## src/rtl/sr_flag_pkg.sv

```systemverilog
// Shared definitions for the set/reset flag bank: command encodings, flag
// states and the modulo helper used by the round-robin search.
package sr_flag_pkg;

    // Command encoding: bit1 is the set request, bit0 is the reset request.
    localparam logic [1:0] OP_HOLD = 2'b00;
    localparam logic [1:0] OP_RST  = 2'b01;
    localparam logic [1:0] OP_SET  = 2'b10;
    localparam logic [1:0] OP_BAD  = 2'b11;

    typedef enum logic [1:0] {
        FLAG_CLR,
        FLAG_SET,
        FLAG_INV
    } flag_state_t;

    function automatic int rr_wrap(input int base, input int offset, input int n);
        return (base + offset) % n;
    endfunction

endpackage

```

## src/rtl/sr_flag_cell.sv

```systemverilog
// One set/reset flag with complementary outputs; s=r=1 drives both outputs
// low and keeps them there until a legal set or reset arrives.
module sr_flag_cell (
    input  logic clk,
    input  logic rst_n,
    input  logic en,
    input  logic s,
    input  logic r,
    output logic q,
    output logic qbar
);
    import sr_flag_pkg::*;

    flag_state_t state;

    always_ff @(posedge clk or negedge rst_n) begin
        if (!rst_n) begin
            state <= FLAG_CLR;
        end else if (en) begin
            case ({s, r})
                OP_SET:  state <= FLAG_SET;
                OP_RST:  state <= FLAG_CLR;
                OP_BAD:  state <= FLAG_INV;
                default: state <= state;
            endcase
        end
    end

    // Both outputs decode straight from the state register, so INVALID is 0/0.
    assign q    = (state == FLAG_SET);
    assign qbar = (state == FLAG_CLR);

endmodule

```

## src/rtl/sr_flag_arbiter.sv

```systemverilog
// Round-robin arbiter granting one set/reset command per cycle to a shared
// bank of flags, with one-cycle error pulses for illegal and out-of-range commands.
module sr_flag_arbiter #(
    parameter  int N_REQ   = 4,
    parameter  int N_FLAGS = 8,
    localparam int IDX_W   = $clog2(N_FLAGS)
) (
    input  logic                     clk,
    input  logic                     rst_n,
    input  logic [N_REQ-1:0]         req_valid,
    input  logic [N_REQ*IDX_W-1:0]   req_idx,
    input  logic [N_REQ-1:0]         req_s,
    input  logic [N_REQ-1:0]         req_r,
    output logic [N_REQ-1:0]         req_ready,
    output logic [N_FLAGS-1:0]       flag_q,
    output logic [N_FLAGS-1:0]       flag_qbar,
    output logic                     err_illegal,
    output logic                     err_range
);
    import sr_flag_pkg::*;

    localparam int PTR_W = $clog2(N_REQ);

    logic [PTR_W-1:0]   rr_ptr;
    logic [PTR_W-1:0]   next_ptr;
    logic [N_REQ-1:0]   grant;
    logic               accept;
    logic [IDX_W-1:0]   sel_idx;
    logic               sel_s;
    logic               sel_r;
    logic               sel_range;
    logic [N_FLAGS-1:0] en;

    // Search starts at rr_ptr and wraps; the first valid requester wins.
    always_comb begin
        grant = '0;
        for (int k = 0; k < N_REQ; k++) begin
            if (grant == '0 && req_valid[rr_wrap(int'(rr_ptr), k, N_REQ)]) begin
                grant[rr_wrap(int'(rr_ptr), k, N_REQ)] = 1'b1;
            end
        end
    end

    assign req_ready = rst_n ? grant : '0;
    assign accept    = |(req_valid & req_ready);

    always_comb begin
        next_ptr = rr_ptr;
        sel_idx  = '0;
        sel_s    = 1'b0;
        sel_r    = 1'b0;
        for (int i = 0; i < N_REQ; i++) begin
            if (grant[i]) begin
                next_ptr = PTR_W'(rr_wrap(i, 1, N_REQ));
                sel_idx  = req_idx[i*IDX_W +: IDX_W];
                sel_s    = req_s[i];
                sel_r    = req_r[i];
            end
        end
    end

    // Compared at full int width so power-of-two banks never alias the limit.
    assign sel_range = (int'(sel_idx) >= N_FLAGS);

    always_ff @(posedge clk or negedge rst_n) begin
        if (!rst_n) begin
            rr_ptr      <= '0;
            err_illegal <= 1'b0;
            err_range   <= 1'b0;
        end else begin
            if (accept) begin
                rr_ptr <= next_ptr;
            end
            err_illegal <= accept && ({sel_s, sel_r} == OP_BAD);
            err_range   <= accept && sel_range;
        end
    end

    for (genvar f = 0; f < N_FLAGS; f++) begin : g_flag
        assign en[f] = accept && (sel_idx == IDX_W'(f));

        sr_flag_cell u_cell (
            .clk  (clk),
            .rst_n(rst_n),
            .en   (en[f]),
            .s    (sel_s),
            .r    (sel_r),
            .q    (flag_q[f]),
            .qbar (flag_qbar[f])
        );
    end

endmodule

```

## config.mk

```make
export PLATFORM = sky130hd
export DESIGN_NAME = sr_flag_arbiter
export DESIGN_NICKNAME = d
export VERILOG_FILES = /design/src/rtl/sr_flag_pkg.sv /design/src/rtl/sr_flag_cell.sv /design/src/rtl/sr_flag_arbiter.sv
export SDC_FILE = /design/constraint.sdc
export NUM_CORES = 1
export LEC_CHECK = 0
export BUFFER_PORTS_ARGS = -buffer_cell sky130_fd_sc_hd__buf_2
export CELL_PAD_IN_SITES_DETAIL_PLACEMENT = 0
export CELL_PAD_IN_SITES_GLOBAL_PLACEMENT = 2
export CORE_MARGIN = 2
export CORE_UTILIZATION = 35
export DETAILED_ROUTE_END_ITERATION = 8
export PLACE_DENSITY = 0.91
export REMOVE_ABC_BUFFERS = 1
export SLEW_MARGIN = 20
export SYNTH_ARGS = -nofsm -noshare
export SYNTH_HDL_FRONTEND = slang
export SYNTH_SLANG_ARGS = --single-unit
```

## constraint.sdc

```tcl
create_clock -name clk -period 8.31 [get_ports clk]
set_input_delay 0.4155 -clock clk [delete_from_list [all_inputs] [get_ports clk]]
set_output_delay 0.4155 -clock clk [all_outputs]
set_load 0.01 [all_outputs]
```

==> results <==
- The number of DRC violations after detailed-routing iteration 0 is 94.
- Based on the critical path, the design can be clocked at up to 0.2233 GHz.
- In this run the worst path has a maximum fanout of 13.
- The die is 80.69 µm wide.
- The routed design has 5.327 mm of wire.
- The share of layout cells above drive strength 1 is 0.2811.
- 48 I/O pins were placed.
- Max-cap violations in this run came to 0.
- The number of antenna diodes in the final layout is 0.
- The main flop type after synthesis is sky130_fd_sc_hd__dfrtp_1.
- The run finished with clean final reports.
- The worst path needs 4.479 ns of the cycle, external delays included.
- The final instance area is 0.002250 mm².
- The vertical extent of the die is 80.69 µm.
- The hold buffer count at CTS is 0.
- After global routing the overflow that remains totals 0.
- The number of setup buffers added after CTS is 0.
- The total via count in the routed design is 1815.
- The share of the Yosys chip area taken by registers is 0.2310.
- The total count of hold-check failures in the final report is 0.
- In this run the cell area of the synthesized design comes to 0.002058 mm².
- The kind of path behind the tightest hold check is in -> async.
- Data arrives at the worst endpoint at 4.61 ns.
- The global-route wire length before repair is 8.631 mm.
- The average wire length per cell after detail routing is 16.60 µm.
- For this run, asynchronously set or reset flops after synthesis account for 1.000.
- In this run, synthesis produced a sequential element count of 19.
- The final instance count without filler cells is 321.
- The critical path is of the reg -> reg type.
- The largest total area in the synthesized netlist belongs to sky130_fd_sc_hd__dfrtp_1.
- At the pin with the least slew margin, the transition time is 0.7166 ns.
- STA classifies the critical path startpoint as a flip-flop.
- Counting flops with a built-in enable in the synthesized netlist gives 0.
- The multi-input combinational cells in the finished layout cover a total of 0.001374 mm².
- The cell area after placement is 0.002203 mm².
- TritonCTS built the clock tree.
- For this configuration, the core starts out at a cell density of 0.3670.
- Entering global routing, the biggest net connects 24 pins.
- The library cell used as clock root buffer is sky130_fd_sc_hd__clkbuf_8.
- The count of different cell masters after synthesis is 58.
- Sorting the synthesized cells by area gives the leading types as sky130_fd_sc_hd__dfrtp_1 23%, sky130_fd_sc_hd__mux2_1 8.8%, sky130_fd_sc_hd__buf_4 6.2%.
- The total iterations of the first detailed-routing run is 4.
- The region available for standard cell placement spans 0.005608 mm².
- Compared with the post-synthesis result, the final layout area differs by 9.301%.
- The yosys synthesis warning count is 0.
- The initial antenna violation count is 0.
- The post-cts repair resize count is 0.
- The count of nets left with antenna violations once routing finished came out at 0.
- Setup violations remaining at the end of the flow were counted as 0.
- The path depth of the worst reg2reg path is 11.
- The net count of the finished layout is 284.
- The number of CTS-inserted buffers is 3.
- Setup repair after global routing left no endpoint under its margin.
- The gate count of the mapped netlist is 221.
- The HPWL after detailed placement is 4.206 mm.
- Using the TritonRoute via totals, the vias-per-cell ratio works out to 5.654.
- The final setup slack of the worst path is 3.831 ns.
- Of the post-synthesis cell area, the dominant cell type holds 0.2310.
- The number of global-route vias before repair is 1775.
- The total number of placement rows is 27.
- The number of placed cells counting well taps is 317.
- The type of element capturing the critical path is a flip-flop.
- In this run the mean area of a mapped cell was 9.313 µm².
- The endpoint required time on the critical path is 8.44 ns.
- The final period utilization is 0.5390.
- The sequential cell area in the final layout is 475.5 µm².
- The area enclosed by the die boundary is 0.006510 mm².
- At the end of routability-driven placement, the weighted congestion stood at 0.8982.
- The worst setup skew after layout is 0.009219 ns.
- The number of max-slew violations in the final report is 0.
- The number of buffers on the longest clock path is 2.
- Before CTS, the worst setup slack after placement is 3.932 ns.
- The worst relative slew slack is 0.5172.
- The deepest level of the CTS H-tree is 1.
- The total clock sinks is 19.
- The number of input and output port buffers inserted is 46.
- After clock tree synthesis, the clock-pin slew on the worst setup and hold paths is 0.07 ns.
- After filler insertion, the fill cell instance count of the layout stands at 588.
- The detailed-route DRC error count is 0.
- The clock reaches the later pin of the worst-skew pair after 0.26 ns.
- In the global route stage, overall resource usage came out at 0.1702.
- The final sum of negative setup slack is 0 ns.
-- routing by layer --
metal  wire [µm]  track usage  part of all wire
met1        2532       0.2339              0.48
met3         200      0.01124             0.038
met2        2503       0.2867              0.47
met4          91      0.04915             0.017
met5           0            0                 0
-- state kept, by name (all words and copies together) (netlist names) --
register,flops
err_illegal,1
rr_ptr,2
g_flag.u_cell.state,16
-- metrics by stage --
stage	util	hold slack [ns]
2_1_floorplan	-	0.1199
3_3_place_gp	0.3929	0.3945
3_5_place_dp	0.3929	0.4058
4_1_cts	0.4012	0.1259
5_1_grt	0.4012	0.1482
6_report	0.4012	0.1070
-- cell usage in the layout, fill, tap and decap left out, types with 5 or more instances in the layout --
master	netlist	routed
sky130_fd_sc_hd__nor4_2	8	8
sky130_fd_sc_hd__o21ai_0	5	5
sky130_fd_sc_hd__mux2_1	16	16
sky130_fd_sc_hd__o211ai_1	8	8
sky130_fd_sc_hd__nor2_1	20	20
sky130_fd_sc_hd__o21ai_1	5	5
sky130_fd_sc_hd__dfrtp_1	19	19
sky130_fd_sc_hd__a21oi_1	8	8
sky130_fd_sc_hd__nand2_1	14	14
sky130_fd_sc_hd__buf_2	2	46
sky130_fd_sc_hd__nor2b_1	8	8
sky130_fd_sc_hd__inv_1	9	9
sky130_fd_sc_hd__ha_1	8	8
sky130_fd_sc_hd__nor3_1	7	7
-- synth_stat cells (all sizes together) (2+ instances only) --
cell type  instances
a21boi             3
a21oi              8
a22o               3
a22oi              3
a2bb2oi            2
a41oi              3
and2               3
and3b              2
buf               22
dfrtp             19
ha                 8
inv                9
mux2              17
mux2i              3
mux4               4
nand2             14
nor2              20
nor2b              8
nor3               7
nor3b              3
nor4              11
o211ai             9
o21a               3
o21ai             10
o221ai             2
o31ai              2
o41ai              2
or2                3
or4                3
-- critical path, stage by stage, from the launching register on --
cell                        delay (ns)
sky130_fd_sc_hd__dfrtp_1          0.62
sky130_fd_sc_hd__inv_1            0.20
sky130_fd_sc_hd__ha_1             0.31
sky130_fd_sc_hd__or4_1            0.55
sky130_fd_sc_hd__a22o_1           0.29
sky130_fd_sc_hd__o2111ai_1        0.23
sky130_fd_sc_hd__nor3_1           0.11
sky130_fd_sc_hd__o21ai_0          0.59
sky130_fd_sc_hd__o221ai_1         0.35
sky130_fd_sc_hd__mux2_2           0.40
sky130_fd_sc_hd__nor4_2           0.35
sky130_fd_sc_hd__mux2_1           0.36
-- cell type report --
cell class | count | share of cell area
tap | 72 | 0.04004
sequential | 19 | 0.2113
inverter | 9 | 0.01502
clock inverter | 1 | 0.002225
timing repair buffer | 46 | 0.1023
clock buffer | 3 | 0.01835
multi-input combinational | 171 | 0.6107
-- cell families after synthesis --
logic type,Yosys count,share of synthesized area
AOI/OAI and AO/OA,62,0.2420
adders and majority gates,8,0.04863
buffers and inverters,31,0.1015
DFF,19,0.2310
muxes,24,0.1550
other,1,0.001822
and+or+nand+nor,76,0.2201
-- path summary, 6_finish.rpt --
check,start,slack (ns),to
worst min register to register,g_flag[7].u_cell.state[0]$_DFFE_PN0P_,0.51,g_flag[7].u_cell.state[0]$_DFFE_PN0P_
max in group asynchronous,rst_n,7.87,g_flag[1].u_cell.state[0]$_DFFE_PN0P_
worst max-delay path,rr_ptr[0]$_DFFE_PN0P_,3.83,g_flag[6].u_cell.state[1]$_DFFE_PN0P_
min in group clk,g_flag[7].u_cell.state[0]$_DFFE_PN0P_,0.51,g_flag[7].u_cell.state[0]$_DFFE_PN0P_
worst min-delay path,rst_n,0.11,g_flag[3].u_cell.state[1]$_DFFE_PN0P_
worst max register to register,rr_ptr[0]$_DFFE_PN0P_,3.83,g_flag[6].u_cell.state[1]$_DFFE_PN0P_
Power is not shown: default switching activity piles up to over one toggle a cycle in this logic, so the estimate is an artifact.
